**src/rtl/ro_puf_response_gen.sv**
```systemverilog
// rtl/ro_puf_response_gen.sv - RO-PUF response sequencer; optional margin flags via RO_PUF_MARGIN_EN
module ro_puf_response_gen #(
    parameter int SEL_W      = 4,
    parameter int CNT_W      = 16,
    parameter int WIN_W      = 16,
    parameter int RESP_BITS  = 8,
    parameter int SETTLE_CYC = 4,
    parameter int MARGIN     = 4
) (
    input  logic                 clk,
    input  logic                 rst_n,
    input  logic                 start,
    input  logic [SEL_W-1:0]     challenge,
    input  logic [WIN_W-1:0]     window,
    input  logic                 ro_a,
    input  logic                 ro_b,
    output logic [SEL_W-1:0]     sel_a,
    output logic [SEL_W-1:0]     sel_b,
    output logic                 busy,
    output logic                 done,
    output logic [RESP_BITS-1:0] resp,
    output logic                 resp_valid,
    output logic [RESP_BITS-1:0] unstable
);

    localparam int K_W = (RESP_BITS > 1) ? $clog2(RESP_BITS) : 1;
    localparam logic [K_W-1:0]   K_LAST      = K_W'(RESP_BITS - 1);
    localparam logic [WIN_W-1:0] SETTLE_LAST = WIN_W'(SETTLE_CYC - 1);

    typedef enum logic [2:0] {
        S_IDLE   = 3'd0,
        S_SETTLE = 3'd1,
        S_COUNT  = 3'd2,
        S_CMP    = 3'd3,
        S_DONE   = 3'd4
    } state_t;

    state_t                 state_q;
    logic [K_W-1:0]         k_q;
    logic [K_W-1:0]         k_d;
    logic [WIN_W-1:0]       tmr_q;
    logic [WIN_W-1:0]       win_q;
    logic [SEL_W-1:0]       chal_q;
    logic [SEL_W-1:0]       sel_a_q;
    logic [SEL_W-1:0]       sel_b_q;
    logic [SEL_W-1:0]       sel_a_d;
    logic [SEL_W-1:0]       sel_b_d;
    logic [CNT_W-1:0]       cnt_a_q;
    logic [CNT_W-1:0]       cnt_b_q;
    logic [RESP_BITS-1:0]   resp_q;
    logic                   busy_q;
    logic                   done_q;
    logic                   rv_q;
    logic [2:0]             sync_a_q;
    logic [2:0]             sync_b_q;
    logic                   ev_a;
    logic                   ev_b;

    // Two synchronizer stages ([0],[1]) followed by the previous-value register ([2])
    always_ff @(posedge clk or posedge rst_n) begin
        if (rst_n) begin
            sync_a_q <= '0;
            sync_b_q <= '0;
        end else begin
            sync_a_q <= {sync_a_q[1:0], ro_a};
            sync_b_q <= {sync_b_q[1:0], ro_b};
        end
    end

    assign ev_a = sync_a_q[1] & ~sync_a_q[2];
    assign ev_b = sync_b_q[1] & ~sync_b_q[2];

    // Selects for the next pair: base + 2k and base + 2k + 1, wrapping over the bank
    always_comb begin
        k_d     = k_q + K_W'(1);
        sel_a_d = chal_q + SEL_W'({k_d, 1'b0});
        sel_b_d = sel_a_d + SEL_W'(1);
    end

`ifdef RO_PUF_MARGIN_EN
    localparam logic [CNT_W:0] MARGIN_V = (CNT_W + 1)'(MARGIN);
    logic [CNT_W:0]       diff_mag;
    logic [RESP_BITS-1:0] unstable_q;

    // Magnitude of the count difference, one bit wider so it never overflows
    always_comb begin
        diff_mag = '0;
        if (cnt_a_q >= cnt_b_q) diff_mag = {1'b0, cnt_a_q} - {1'b0, cnt_b_q};
        else                    diff_mag = {1'b0, cnt_b_q} - {1'b0, cnt_a_q};
    end

    assign unstable = unstable_q;
`else
    localparam int unused_margin = MARGIN;
    assign unstable = '0;
`endif

    // Measurement sequencer: settle, count a window, compare, repeat per response bit
    always_ff @(posedge clk or posedge rst_n) begin
        if (rst_n) begin
            state_q <= S_IDLE;
            k_q     <= '0;
            tmr_q   <= '0;
            win_q   <= '0;
            chal_q  <= '0;
            sel_a_q <= '0;
            sel_b_q <= '0;
            cnt_a_q <= '0;
            cnt_b_q <= '0;
            resp_q  <= '0;
            busy_q  <= 1'b0;
            done_q  <= 1'b0;
            rv_q    <= 1'b0;
`ifdef RO_PUF_MARGIN_EN
            unstable_q <= '0;
`endif
        end else begin
            done_q <= 1'b0;
            case (state_q)
                S_IDLE: begin
                    if (start) begin
                        chal_q  <= challenge;
                        win_q   <= (window == '0) ? WIN_W'(1) : window;
                        rv_q    <= 1'b0;
                        resp_q  <= '0;
                        k_q     <= '0;
                        tmr_q   <= '0;
                        sel_a_q <= challenge;
                        sel_b_q <= challenge + SEL_W'(1);
                        cnt_a_q <= '0;
                        cnt_b_q <= '0;
                        busy_q  <= 1'b1;
`ifdef RO_PUF_MARGIN_EN
                        unstable_q <= '0;
`endif
                        state_q <= S_SETTLE;
                    end
                end
                S_SETTLE: begin
                    cnt_a_q <= '0;
                    cnt_b_q <= '0;
                    if (tmr_q == SETTLE_LAST) begin
                        tmr_q   <= '0;
                        state_q <= S_COUNT;
                    end else begin
                        tmr_q <= tmr_q + WIN_W'(1);
                    end
                end
                S_COUNT: begin
                    if (ev_a && (cnt_a_q != '1)) cnt_a_q <= cnt_a_q + CNT_W'(1);
                    if (ev_b && (cnt_b_q != '1)) cnt_b_q <= cnt_b_q + CNT_W'(1);
                    if (tmr_q == win_q - WIN_W'(1)) begin
                        tmr_q   <= '0;
                        state_q <= S_CMP;
                    end else begin
                        tmr_q <= tmr_q + WIN_W'(1);
                    end
                end
                S_CMP: begin
                    resp_q[k_q] <= (cnt_a_q > cnt_b_q);
`ifdef RO_PUF_MARGIN_EN
                    unstable_q[k_q] <= (diff_mag < MARGIN_V);
`endif
                    cnt_a_q <= '0;
                    cnt_b_q <= '0;
                    if (k_q == K_LAST) begin
                        busy_q  <= 1'b0;
                        state_q <= S_DONE;
                    end else begin
                        k_q     <= k_d;
                        sel_a_q <= sel_a_d;
                        sel_b_q <= sel_b_d;
                        state_q <= S_SETTLE;
                    end
                end
                S_DONE: begin
                    done_q  <= 1'b1;
                    rv_q    <= 1'b1;
                    state_q <= S_IDLE;
                end
                default: state_q <= S_IDLE;
            endcase
        end
    end

    assign sel_a      = sel_a_q;
    assign sel_b      = sel_b_q;
    assign busy       = busy_q;
    assign done       = done_q;
    assign resp       = resp_q;
    assign resp_valid = rv_q;

endmodule

```
**config.mk**
```make
export PLATFORM = sky130hd
export DESIGN_NAME = ro_puf_response_gen
export DESIGN_NICKNAME = d
export VERILOG_FILES = /design/src/rtl/ro_puf_response_gen.sv
export SDC_FILE = /design/constraint.sdc
export NUM_CORES = 1
export LEC_CHECK = 0
export ABC_AREA = 1
export CORE_MARGIN = 8
export CORE_UTILIZATION = 50
export DETAILED_ROUTE_END_ITERATION = 10
export PLACE_DENSITY_LB_ADDON = 0.25
export SYNTH_ARGS = -nofsm -noshare
export SYNTH_HDL_FRONTEND = slang
export SYNTH_SLANG_ARGS = --single-unit
```
**constraint.sdc**
```tcl
create_clock -name clk -period 3.55 [get_ports clk]
set_input_delay 0.5325 -clock clk [delete_from_list [all_inputs] [get_ports clk]]
set_output_delay 0.5325 -clock clk [all_outputs]
set_load 0.01 [all_outputs]
```
Word-level counts from Yosys, hierarchy flattened. Index checks and enable logic that the tools add are counted.

Reduce and logical (&&, ||, !) cells: 19. Shift-type cells: 0. Eq/ne operators: 16. Order comparisons: 3. Bitwise operators: 4. Mux-type cells: 34. Add/sub/neg operators: 8. Multiply operators: 0. Div/mod/pow operators: 0.

Operator list (number): 16-bit case mux with 3 select lines (3); 16-bit two-way mux (6); 16-bit by 1-bit adder with 16-bit output, second input constant (3); 16-bit inequality test, second input constant (2); 3-bit two-way mux (6); 16-bit equality test (1); 16-bit by 2-bit equality test with 1-bit output, second input constant (1); 16-bit > comparator (1); 16-bit logical NOT (1); 4-bit two-way mux (4); 4-bit case mux with 2 select lines (2); 8-bit case mux with 2 select lines (1); 16-bit by 1-bit subtractor with 16-bit output, second input constant (1); 3-bit AND reduction (5); 2-bit inequality test, second input constant (7); 3-bit case mux with 4 select lines (1); 4-bit by 1-bit adder with 4-bit output, second input constant (2); 8-bit bitwise mux (1); 8-bit two-way mux (1); 2-bit AND reduction (4); 3-bit by 2-bit equality test with 1-bit output, second input constant (2); 3-bit equality test, second input constant (2); 3-bit case mux with 2 select lines (1); 3-bit nonzero test (2); 14 further kinds (24).

ROM bits: 0. Input port bits: 25. Bits in latches: 0. Register bits: 99. Memories kept: 0. Bits in writable memories: 0.

Depth between registers and ports, before layout.
Depth after elaboration: 6. Depth in mapped cells: 15.

Least setup slack after synthesis. No wires, ideal clock.

Path type: register -> register. From: reg k_q[0]. To: reg sel_b_q[3], in the netlist sel_b[3]. Setup slack: 1.571 ns. Data required time: 3.414 ns. Stages on the path, launching flop included: 8. Path buffers: 0. Clock period less this slack: 1.979 ns. Data arrival time: 1.843 ns. Cell sequence: dfrtp_1 > ha_1 > inv_1 > fa_1 > o21ai_0 > nand3_1 > xnor2_1 > o21ai_0.

Word-level cells in the longest chain between the ends: 5.

RTL lines: start: declaration (line 39) `logic [K_W-1:0] k_q;`; start signal: assignment (line 170) `k_q <= k_d;`; 3-bit by 1-bit adder with 3-bit output (line 75) `k_d = k_q + K_W'(1);`; 4-bit adder (line 76) `sel_a_d = chal_q + SEL_W'({k_d, 1'b0});`; 4-bit by 1-bit adder with 4-bit output (line 77) `sel_b_d = sel_a_d + SEL_W'(1);`; 4-bit two-way mux (line 166) `if (k_q == K_LAST) begin`; 4-bit case mux with 2 select lines (line 119) `case (state_q)`; end signal: assignment (line 129) `sel_b_q <= challenge + SEL_W'(1);`; end signal: assignment (line 172) `sel_b_q <= sel_b_d;`; end: declaration (line 45) `logic [SEL_W-1:0] sel_b_q;`.

Several ways; a longest one is shown, not always the timed one. The select of a mux whose other input is x is not followed. A chain may end at the register's enable or synchronous reset.

Worst setup path in the final report.
From: in start. To: reg cnt_b_q[10].

Word-level cells in the longest chain between the ends: 2.

RTL lines: start: declaration (line 12) `input logic start,`; 2-bit inequality test (no line); 3-bit AND reduction (no line); end signal: assignment (line 151) `if (ev_b && (cnt_b_q != '1)) cnt_b_q <= cnt_b_q + CNT_W'(1);`; end: declaration (line 49) `logic [CNT_W-1:0] cnt_b_q;`.

No other way between the ends.

==> key figures <==
Status
  • Status: finished, final reports clean

Pwr
  • Tot Pwr: 4830 µW
  • Power share of the clock group: 19.4%
  • VDD IR max: 418 µV
  • Internal: 2690 µW
  • Sw Ratio: 44.3%
  • Net Switching: 2140 µW
  • Pwr dens: roughly 700 mW/mm²
  • Power share of the sequential group: 36.9%
  • LEAKAGE: 0.00335 µW
  • Logic pwr share: 43.7%

STA
  • Skew final: between 0.008 and 0.009 ns
  • Max-slew violation count: 0
  • Setup TNS: 0 ns
  • Crit share post-route: 71.0%
  • Fmax: 397 MHz
  • Setup violators final: 0
  • Actual slew at the worst max-slew pin: 1.09 ns
  • Fin. Hold Viols: 0
  • Slew headroom: 27.2%
  • Final min period: 2.52 ns
  • RSZ-0062 raised after global routing: false

Floorplan
  • Die Span X: 126 µm
  • I/O Pins: 52
  • Chip height: 126 µm
  • Die Area: between 0.015 and 0.02 mm²
  • Core area: 0.0120 mm²
  • Starting density of the core: between 50% and 60%
  • FP Rows: 40

Cells and area
  • Proportion of layout cells with a drive suffix above 1: 5.99%
  • N_diodes: 0
  • Most common cell after layout, fill and taps aside: nand2_1
  • Final net count: approximately 900
  • Post-Layout Inst Area: 0.00689 mm²
  • P&R area growth vs syn: 13.0%
  • Layout Utilization: 57.6%
  • Most frequent cells in the layout: nand2_1, dfrtp_1, inv_1
  • Fin cells: 998

CTS
  • Cts repair resizes: 0
  • Deepest clock path buffer count: 2
  • Cts bufs inserted: 9
  • TritonCTS clock tree: yes
  • Root Driver: clkbuf_16
  • CTS clk-pin slew, worst paths: 0.07 ns
  • Clock Latency Late Sink: 0.35 ns
  • H-tree depth reported by CTS: 3
  • Post-CTS Setup Inserts: 0
  • Hold Buf Count CTS: 0
  • Clock sink count: 99

Detailed routing
  • Via count: roughly 5,400
  • DRT iter0 DRCs: 387
  • Post-DRT Antenna Nets: 0
  • DRT Pass-1 Iters: 5
  • Routed vias/inst: between 5 and 6
  • WL per Instance: about 14 µm
  • Post-Route WL: 13,900 µm
  • DRC viols: 0

Synthesis
  • Synth cell types: 42
  • Syn. warnings: 0
  • Async SR Flop Fraction: 100%
  • Post-synthesis sequential area ratio: 40.7%
  • Top cell type's share of synthesized area: 40.7%
  • Leading area contributor after synthesis: dfrtp_1
  • #FFs+latches synth: 99
  • Mapped Cells: 810
  • Number of synthesized flops with an enable pin: 0
  • Top_reg_cell synth: dfrtp_1
  • Synth Area per Inst: 7.52 µm²
  • Top cells by area, synth: dfrtp_1, nand2_1, inv_1
  • Synthesized area: 0.00609 mm²

Critical path
  • Crit path kind: primary input to flip-flop
  • Crit-path slowest cell: o21ai_2
  • Crit-path cells: clkdlybuf4s50_1 -> inv_1 -> a21oi_2 -> nand2_1 -> o21ai_2 -> nand3_1 -> o21ai_0 -> a21oi_1
  • WP buf/inv: 2
  • WP data required: 3.78 ns
  • Arr. time, crit path: 2.75 ns
  • Largest fanout on the critical path: 26
  • Startpoint types: primary input
  • Critical path's top delay family: compound AO/OA/AOI/OAI gates
  • CP Capture Type: flip-flop
  • Slowest stage delay, CP: approximately 0.76 ns

GRT
  • GRT Resource Usage Total: 18.4%
  • Vias in the first global route: ~5,000
  • Initial antenna violation count: 0
  • First-pass GRT wire length: roughly 24,000 µm
  • Total grt overflow: 0
  • Largest net degree at the start of global routing: between 50 and 60

Place
  • Placed insts: 983
  • GPL Wtd Cong: between 0.8 and 0.9
  • PortBufs: 43
  • Placed cell areas: 0.00661 mm²
  • DP HPWL: 10,200 µm

Job
  • Max cap viols: 0

Worst hold path
  • Hold WC Path Type: flip-flop to flip-flop
-- synthesized netlist by cell type (all sizes together), types with 15 or more instances --
cell,number
nand4,21
a21oi,16
dfrtp,99
ha,24
xor2,29
inv,91
nor4,15
nand2,244
o21ai,58
nand3,57
buf,19
nor3,16
nor2,79
-- cell type report --
type	count	area [µm²]
clock buffer	10	229
sequential	99	2480
fill	1105	5080
inverter	91	344
clock inverter	5	42.5
tap	147	184
timing repair buffer	48	480
multi-input combinational	598	3130
-- power by group through the flow --
stage	Sequential [µW]	Clock, µW	Combinational [µW]
after detailed placement	1790	0	2100
after CTS	1770	963	2120
after global placement	1780	0	2040
after global routing	1830	1010	2430
final	1780	937	2110
after floorplan	1660	0	1690
-- flip-flops by register name, indices dropped and copies added, names as in the netlist --
register	flops
busy	1
chal_q	4
cnt_a_q	16
cnt_b_q	16
done	1
k_q	3
resp	8
resp_valid	1
sel_a	4
sel_b	4
state_q	3
sync_a_q	3
sync_b_q	3
tmr_q	16
win_q	16
-- worst paths after layout --
path | from | slack, ns | end | cells past startpoint
worst max-delay path | start | 1.03 | cnt_b_q[10]$_DFFE_PP0P_ | 8
worst min-delay path | sync_b_q[0]$_DFF_PP0_ | 0.36 | sync_b_q[1]$_DFF_PP0_ | 0
worst max register to register | state_q[1]$_DFFE_PP0P_ | 1.09 | tmr_q[4]$_DFFE_PP0P_ | 10
worst min register to register | sync_b_q[0]$_DFF_PP0_ | 0.36 | sync_b_q[1]$_DFF_PP0_ | 0
max in group asynchronous | rst_n | 2.20 | cnt_a_q[2]$_DFFE_PP0P_ | 3
min in group asynchronous | rst_n | 0.68 | cnt_b_q[7]$_DFFE_PP0P_ | 2
-- metrics by stage --
step	hold slack (ns)	worst slack, ns
3_3_place_gp	0.334	0.820
3_5_place_dp	0.338	0.706
6_report	0.355	1.03
4_1_cts	0.359	1.07
5_1_grt	0.378	0.813
2_1_floorplan	0.331	0.427
-- metal layers --
layer,GRT usage [%],vias up,share of wire (%)
met1,23.8,2523,47
met5,0,-,0
li1,-,2666,-
met2,29.1,145,45
met3,5.11,22,6.0
met4,5.80,0,1.7
-- logic make-up after synthesis --
group	Yosys count	synth area share [%]
AOI/OAI and AO/OA	83	7.41
adders and majority gates	25	5.26
DFF	99	40.7
other	1	0.0615
muxes	4	0.739
and+or+nand+nor	438	31.7
xor gates and xnor gates	40	5.75
buffers and inverters	120	8.44
No activity file was read; power rests on OpenSTA's default activity.
